$ cat src/rtl/mips_bus_arbiter.sv
// Two-master round-robin Avalon-MM arbiter in front of a single RAM slave.
// Out-of-window accesses complete locally with a sticky error flag; completed transfers are counted per master.
module mips_bus_arbiter #(
    parameter logic [31:0] BASE_ADDR    = 32'hBFC00000,
    parameter logic [31:0] WINDOW_BYTES = 32'h00010000
) (
    input  logic        clk,
    input  logic        reset,
    input  logic [31:0] m0_address,
    input  logic        m0_read,
    input  logic        m0_write,
    input  logic [31:0] m0_writedata,
    input  logic [3:0]  m0_byteenable,
    output logic        m0_waitrequest,
    output logic [31:0] m0_readdata,
    input  logic [31:0] m1_address,
    input  logic        m1_read,
    input  logic        m1_write,
    input  logic [31:0] m1_writedata,
    input  logic [3:0]  m1_byteenable,
    output logic        m1_waitrequest,
    output logic [31:0] m1_readdata,
    output logic [31:0] s_address,
    output logic        s_read,
    output logic        s_write,
    output logic [31:0] s_writedata,
    output logic [3:0]  s_byteenable,
    input  logic        s_waitrequest,
    input  logic [31:0] s_readdata,
    output logic        err,
    output logic [31:0] err_addr,
    output logic [15:0] xfer_cnt0,
    output logic [15:0] xfer_cnt1
);

    localparam logic [1:0] ST_IDLE = 2'd0;
    localparam logic [1:0] ST_GNT0 = 2'd1;
    localparam logic [1:0] ST_GNT1 = 2'd2;

    logic [1:0]  r_state;
    logic        r_last;
    logic        r_err;
    logic [31:0] r_err_addr;
    logic [15:0] r_cnt0;
    logic [15:0] r_cnt1;

    logic [1:0]  w_state_nxt;
    logic        w_req0, w_req1;
    logic        w_legal0, w_legal1;
    logic        w_block0, w_block1;
    logic        w_done0, w_done1;

    assign w_req0 = m0_read | m0_write;
    assign w_req1 = m1_read | m1_write;

    // Unsigned wrap makes addresses below the base land far outside the window.
    assign w_legal0 = (m0_address - BASE_ADDR) < WINDOW_BYTES;
    assign w_legal1 = (m1_address - BASE_ADDR) < WINDOW_BYTES;

    assign w_block0 = (r_state == ST_GNT0) && w_req0 && !w_legal0;
    assign w_block1 = (r_state == ST_GNT1) && w_req1 && !w_legal1;

    always_comb begin
        // NOTE: every output gets a default first so no path through the case infers a latch.
        s_address      = '0;
        s_read         = 1'b0;
        s_write        = 1'b0;
        s_writedata    = '0;
        s_byteenable   = '0;
        m0_waitrequest = 1'b1;
        m1_waitrequest = 1'b1;
        m0_readdata    = '0;
        m1_readdata    = '0;
        case (r_state)
            ST_GNT0: begin
                s_address    = m0_address;
                s_writedata  = m0_writedata;
                s_byteenable = m0_byteenable;
                if (w_block0) begin
                    m0_waitrequest = 1'b0;
                end else begin
                    s_read         = m0_read;
                    s_write        = m0_write & ~m0_read;
                    m0_waitrequest = s_waitrequest;
                    m0_readdata    = s_readdata;
                end
            end
            ST_GNT1: begin
                s_address    = m1_address;
                s_writedata  = m1_writedata;
                s_byteenable = m1_byteenable;
                if (w_block1) begin
                    m1_waitrequest = 1'b0;
                end else begin
                    s_read         = m1_read;
                    s_write        = m1_write & ~m1_read;
                    m1_waitrequest = s_waitrequest;
                    m1_readdata    = s_readdata;
                end
            end
            default: ;
        endcase
    end

    assign w_done0 = (r_state == ST_GNT0) && w_req0 && !m0_waitrequest;
    assign w_done1 = (r_state == ST_GNT1) && w_req1 && !m1_waitrequest;

    // A finishing master never re-wins immediately; the other side gets the slave next.
    always_comb begin
        w_state_nxt = r_state;
        case (r_state)
            ST_IDLE: begin
                if (w_req0 && w_req1) w_state_nxt = r_last ? ST_GNT0 : ST_GNT1;
                else if (w_req0)      w_state_nxt = ST_GNT0;
                else if (w_req1)      w_state_nxt = ST_GNT1;
            end
            ST_GNT0: begin
                if (w_done0)      w_state_nxt = w_req1 ? ST_GNT1 : ST_IDLE;
                else if (!w_req0) w_state_nxt = ST_IDLE;
            end
            ST_GNT1: begin
                if (w_done1)      w_state_nxt = w_req0 ? ST_GNT0 : ST_IDLE;
                else if (!w_req1) w_state_nxt = ST_IDLE;
            end
            default: w_state_nxt = ST_IDLE;
        endcase
    end

    always_ff @(posedge clk or negedge reset) begin
        if (!reset) begin
            r_state    <= ST_IDLE;
            r_last     <= 1'b1;
            r_err      <= 1'b0;
            r_err_addr <= '0;
            r_cnt0     <= '0;
            r_cnt1     <= '0;
        end else begin
            // NOTE: non-blocking assignments so every register samples pre-edge values.
            r_state <= w_state_nxt;
            if (w_done0) begin
                r_last <= 1'b0;
                if (r_cnt0 != 16'hFFFF) r_cnt0 <= r_cnt0 + 16'd1;
            end
            if (w_done1) begin
                r_last <= 1'b1;
                if (r_cnt1 != 16'hFFFF) r_cnt1 <= r_cnt1 + 16'd1;
            end
            if (w_block0 || w_block1) begin
                r_err <= 1'b1;
                if (!r_err) r_err_addr <= w_block1 ? m1_address : m0_address;
            end
        end
    end

    assign err       = r_err;
    assign err_addr  = r_err_addr;
    assign xfer_cnt0 = r_cnt0;
    assign xfer_cnt1 = r_cnt1;

endmodule
$ cat config.mk
export PLATFORM = sky130hd
export DESIGN_NAME = mips_bus_arbiter
export DESIGN_NICKNAME = d
export VERILOG_FILES = /design/src/rtl/mips_bus_arbiter.sv
export SDC_FILE = /design/constraint.sdc
export NUM_CORES = 1
export LEC_CHECK = 0
export BUFFER_PORTS_ARGS = -buffer_cell sky130_fd_sc_hd__buf_2
export CAP_MARGIN = 10
export CORE_AREA = 8 8 138 140
export CTS_BUF_LIST = sky130_fd_sc_hd__clkbuf_8
export CTS_CLUSTER_SIZE = 10
export DETAILED_ROUTE_END_ITERATION = 10
export DIE_AREA = 0 0 146 148
export PLACE_DENSITY_LB_ADDON = 0.08
export SYNTH_ARGS = -nofsm -noshare
export SYNTH_HDL_FRONTEND = slang
export SYNTH_SLANG_ARGS = --single-unit
export TNS_END_PERCENT = 50
$ cat constraint.sdc
create_clock -name clk -period 3.2 [get_ports clk]
set_input_delay 0.64 -clock clk [delete_from_list [all_inputs] [get_ports clk]]
set_output_delay 0.64 -clock clk [all_outputs]
set_load 0.02 [all_outputs]
Word level (Yosys, flattened, before mapping)
Index checks and enable logic that the tools add are counted.

Register bits after elaboration: 68. Bits of input ports: 175. Output and inout port bits: 201. Logic and storage cells: 75.

Add/subtract/negate cells: 4. Magnitude comparators: 2. Eq/ne operators: 7. Mux-type cells: 31. Bitwise gates (word level): 7. Reduce and logical (&&, ||, !) cells: 18.

Operators by type and width (count): 32-bit two-way mux (5); 32-bit case mux with 2 select lines (2); 32-bit by 17-bit < comparator with 1-bit output (second input constant) (2); 32-bit subtractor (second input constant) (2); 16-bit by 1-bit adder with 16-bit output (second input constant) (2); 16-bit inequality test (second input constant) (2); 2-bit two-way mux (9); 1-bit two-way mux (11); 4-bit case mux with 2 select lines (1); 1-bit logical AND (7); 3-bit inequality test (second input constant) (2); 2-bit case mux with 3 select lines (1); 2-bit AND reduction (3); 1-bit logical NOT (4); 4-bit inequality test (second input constant) (1); 1-bit case mux with 2 select lines (2); 1-bit inverter (3); 3-bit AND reduction (1); 1-bit bitwise AND (2); 2-bit by 1-bit equality test with 1-bit output (second input constant) (1); 2-bit equality test (second input constant) (1); 2-bit logical NOT (1); 1-bit bitwise OR (2); 2-bit nonzero test (1); 1-bit logical OR (1).

Depth between registers and ports, before layout
Depth in word-level cells: 10. Gate-level depth with buffers: 9.

Worst setup path after synthesis
Ideal clock, no wire load.

Path type: input port to output port. Start point: in m1_address[30]. End point: out s_write. Data arrival time: 2.131 ns. Data required time: 2.560 ns. Path slack: 0.429 ns. Cell stages on the path: 5. Cell sequence: nand4bb_1 -> o41ai_4 -> and2_1 -> nand3b_1 -> a21boi_0.

Longest elaborated chain between the ends: 6.

RTL lines: start: declaration (line 16) `input logic [31:0] m1_address,`; 32-bit subtractor (line 58) `assign w_legal1 = (m1_address - BASE_ADDR) < WINDOW_BYTES;`; 32-bit by 17-bit < comparator with 1-bit output (line 58); 1-bit logical NOT (line 61) `assign w_block1 = (r_state == ST_GNT1) && w_req1 && !w_legal1;`; 1-bit logical AND (line 61); 1-bit two-way mux (line 92) `if (w_block1) begin`; 1-bit case mux with 2 select lines (line 74) `case (r_state)`; end: declaration (line 25) `output logic s_write,`.

Every way passes these cells.

Worst setup path after layout
Start point: in m1_address[30]. End point: out m1_readdata[15].

Longest elaborated chain between the ends: 6.

RTL lines: 32-bit subtractor (line 58); 32-bit by 17-bit < comparator with 1-bit output (line 58); 1-bit logical NOT (line 61); 1-bit logical AND (line 61); 32-bit two-way mux (line 92); 32-bit two-way mux (line 74); end: declaration (line 22) `output logic [31:0] m1_readdata,`.

Every way passes these cells.

==> summary.log <==
INFO  outcome        run_status=complete, no violations
INFO  yosys          synth.ff_latch_count=68
INFO  worst_setup_path slowest_stage_cell_cp=sky130_fd_sc_hd__o41ai_4
INFO  power_and_ir_drop power_density=893nW/um^2
INFO  yosys          synth_top_cells_by_count=sky130_fd_sc_hd__and3_1 (77), sky130_fd_sc_hd__nor2b_1 (69), sky130_fd_sc_hd__a22oi_1 (68)
INFO  die            core_area=16900um^2
INFO  power_and_ir_drop cellInternalPower=3.21mW
INFO  yosys          synth_enable_flop_cells=0
INFO  die            die_area=21600um^2
INFO  grt            grt_pass1_vias=5634
INFO  clock_tree     cts_hold_repair.buffers=0
INFO  route          post_drt_via_cell_ratio=5.07
INFO  clock_tree     source_to_sink_clock_delay_at_the_later_pin_of_the_worst_skew_pair=0.36ns
INFO  finish         fin_util=43.1%
INFO  clock_tree     clock-sinks=68
INFO  clock_tree     cts_made_buffers=9
INFO  yosys          synth_seq_area_share=34.5%
INFO  power_and_ir_drop power.combinational.fraction=68.3%
INFO  route          detailedRoute.firstPassIterationCount=4
INFO  yosys          synth-main-ff-cell=sky130_fd_sc_hd__dfrtp_1
INFO  clock_tree     worst_setup_hold_path_clk_slew=0.08ns
INFO  worst_setup_path slowest_delay=0.53ns
INFO  grt            antenna_found_initial=2
INFO  timing         worstMarginPinSlew=0.984ns
INFO  worst_setup_path criticalPathCategory=in -> out
INFO  timing         totalNegativeSetupSlack=0ns
INFO  yosys          yosys.area.top_type=sky130_fd_sc_hd__dfrtp_1
INFO  die            die_h=148um
INFO  worst_setup_path reg2reg_depth=8
INFO  finish         areaGrowthSynthToFinish=48.0%
INFO  power_and_ir_drop power.share.switching=50.8%
INFO  grt            global_route.usage.total=21.1%
INFO  worst_setup_path critical_path.cell_chain=buf_2 -> nand4bb_1 -> o41ai_4 -> buf_4 -> and3_1 -> buf_2
INFO  timing         hold_violations=0
INFO  yosys          synth.lib_cells_used.distinct=39
INFO  route          post-route-drc-count=0
INFO  timing         grt_setup_unrepaired=no
INFO  route          highest-signal-layer=met4
INFO  power_and_ir_drop p_switching=3.32mW
INFO  worst_setup_path worst_ep_required_time=2.56ns
INFO  yosys          synth_largest_type_area_fraction=34.0%
INFO  yosys          mappedNetlistArea=4940um^2
INFO  clock_tree     tritoncts=yes
INFO  grt            gr-total-overflow=0
INFO  yosys          synth_warnings=0
INFO  route          met1_length=9.98mm
INFO  worst_setup_path critical_path.n_buffers_inverters=3
INFO  timing         final-max-slew-violation-count=0
INFO  worst_setup_path critPathLaunchType=input port
INFO  route          detail_route.iter0.violations=265
INFO  finish         fraction_of_final_layout_cells_sized_beyond_drive_strength_1=45.6%
INFO  route          detail-route-antenna-nets=0
INFO  clock_tree     ctsHtreeMaxLevel=3
INFO  route          total_number_of_vias=5794
INFO  die            fp.dieW=146um
INFO  grt            grt_first_pass_wirelength=35.8mm
INFO  worst_setup_path r2r_slack=0.63ns
INFO  worst_setup_path timing.critical_path.mode_cell=sky130_fd_sc_hd__buf_2
INFO  finish         final_nets=1091
INFO  clock_tree     post_cts.resized_instances=0
INFO  worst_setup_path cpLargestDelayFamily=buffers and inverters
INFO  place          port_buffers=375
INFO  timing         maxSlewHeadroom=34.3%
INFO  route          route.met2.wl=12.5mm
INFO  timing         fmax=339MHz
INFO  route          dr_wl_met3=1.52mm
INFO  die            io_pins=376
INFO  worst_setup_path arr_time_crit_path=2.31ns
INFO  yosys          count_of_mapped_cells_out_of_synthesis=560
INFO  clock_tree     cts.root.buffer_cell=sky130_fd_sc_hd__clkbuf_8
INFO  place          gp_routability_congestion=0.882
INFO  die            floorplan.rows=48
INFO  timing         period_minus_slack=2.95ns
INFO  power_and_ir_drop power.leakage=3.83nW
INFO  worst_setup_path end_kind=output pin
INFO  die            floorplan.initialDensity=29.2%
INFO  place          detailed_place_hpwl=19.1mm
INFO  route          wl_per_cell=21.2um
INFO  yosys          yosys-top-cells-area=sky130_fd_sc_hd__dfrtp_1 (34%), sky130_fd_sc_hd__a22oi_1 (10%), sky130_fd_sc_hd__and3_1 (9.8%)
INFO  timing         finClkSkew=0.0124ns
INFO  power_and_ir_drop p_clk_share=11.0%
INFO  power_and_ir_drop ir_drop=0.000375V
INFO  clock_tree     cts-root-to-sink-buffers=2
INFO  timing         finalCritPeriodShare=92.3%
INFO  grt            maximum_number_of_pins_on_one_net_before_global_route_repair=104
INFO  yosys          syn_nets=741
INFO  yosys          async_reset_ff_share=100%
INFO  yosys          synthesis.area_per_instance=8.82um^2
INFO  worst_setup_path critical_path_peak_fanout=21
INFO  flow_run       drv_cap=0
INFO  yosys          synth_most_common_cell=sky130_fd_sc_hd__and3_1
INFO  power_and_ir_drop seqPwrFrac=20.7%
INFO  worst_setup_path crit_cells=6
INFO  clock_tree     post_cts_buffers=0
INFO  timing         timing.final.setup_violations=0
INFO  route          route.final.wire_length=24.3mm
INFO  hold_path      hold_class=in -> async
==> state kept, by name (all words and copies together), names as in the netlist <==
name and cells:
xfer_cnt1 16, err 1, r_state 2, r_last 1, err_addr 32, xfer_cnt0 16
==> area by class of cell <==
class                   instances  area, um^2
diodes                          3        7.51
multi-input cells             437        3060
fillers                      1800        9630
repair buffers                391        2050
clock inverters                 7        68.8
inverters                       3        11.3
flip-flops and latches         68        1700
clock buffers                   9         124
well taps                     225         282
==> cells in the final DEF (no fill, tap or decap), types with 3 or more instances in the layout <==
master and n:
sky130_fd_sc_hd__a21oi_1 14, sky130_fd_sc_hd__a22oi_1 68, sky130_fd_sc_hd__and3_1 77, sky130_fd_sc_hd__and4_1 3, sky130_fd_sc_hd__buf_12 4, sky130_fd_sc_hd__buf_2 374, sky130_fd_sc_hd__buf_4 13, sky130_fd_sc_hd__clkbuf_8 9
sky130_fd_sc_hd__clkinvlp_4 3, sky130_fd_sc_hd__dfrtp_1 67, sky130_fd_sc_hd__diode_2 3, sky130_fd_sc_hd__ha_1 3, sky130_fd_sc_hd__inv_1 5, sky130_fd_sc_hd__mux2_2 6, sky130_fd_sc_hd__nand2_1 16, sky130_fd_sc_hd__nand3_1 26
sky130_fd_sc_hd__nand4_1 10, sky130_fd_sc_hd__nand4b_1 4, sky130_fd_sc_hd__nand4bb_1 3, sky130_fd_sc_hd__nor2_1 25, sky130_fd_sc_hd__nor2b_1 69, sky130_fd_sc_hd__nor4bb_1 3, sky130_fd_sc_hd__o21ai_0 3, sky130_fd_sc_hd__o22a_1 55
sky130_fd_sc_hd__xnor2_1 27
==> power by group through the flow <==
stage / Combinational (mW) / Clock [mW] / Sequential (mW)
2_1_floorplan: 2.49 / 0 / 1.68
3_3_place_gp: 4.50 / 0 / 1.36
3_5_place_dp: 4.50 / 0 / 1.36
4_1_cts: 4.50 / 0.746 / 1.35
5_1_grt: 4.77 / 0.790 / 1.39
6_report: 4.45 / 0.720 / 1.35
==> per-layer routing <==
layer  GRT usage, %  vias up
met2           36.4      215
met1           25.5     2765
met3           5.75       16
met5              0        -
met4           5.51        0
li1               -     2798
==> worst reg2reg max path, stage by stage, from the launching register on <==
cell and delay (ns):
sky130_fd_sc_hd__dfrtp_1 0.43, sky130_fd_sc_hd__inv_1 0.14, sky130_fd_sc_hd__ha_4 0.16, sky130_fd_sc_hd__o21ai_0 0.07
sky130_fd_sc_hd__buf_4 0.19, sky130_fd_sc_hd__a41o_1 0.27, sky130_fd_sc_hd__buf_12 0.18, sky130_fd_sc_hd__a21oi_4 0.79
sky130_fd_sc_hd__o22a_1 0.28
==> kinds of logic (layout without fill, tap and decap cells) <==
| kind of cell | count (synthesis) | count (layout) | synth area share [%] |
|---|---|---|---|
| adder cells (fa/ha/maj) | 6 | 6 | 1.52 |
| other | 0 | 3 | 0 |
| buffers and inverters | 55 | 410 | 4.31 |
| AO/OA/AOI/OAI | 150 | 150 | 23.8 |
| multiplexers | 7 | 7 | 1.57 |
| flip-flops | 68 | 68 | 34.5 |
| XOR/XNOR | 27 | 27 | 4.79 |
| AND/OR/NAND/NOR | 247 | 247 | 29.5 |
==> final timing paths <==
path	startpoint	endpoint
max in group asynchronous	reset	err
max reg2reg	r_state[1]	err_addr[31]
min reg2reg	r_last	r_last
min	reset	xfer_cnt0[0]
min in group clk	r_last	r_last
max	m1_address[30]	m1_readdata[15]
==> metrics by stage <==
stage	worst slack, ns	power, mW	instance area, um^2	instances	hold slack, ns
final	0.246	6.52	7310	1143	0.392
after global routing	0.143	6.95	7300	1142	0.446
after CTS	0.229	6.60	7300	1140	0.438
after detailed placement	0.237	5.86	7110	1124	0.476
after global placement	0.290	5.86	7110	1124	0.473
after floorplan	0.429	4.16	4940	560	0.344
No activity file was read; power rests on OpenSTA's default activity.
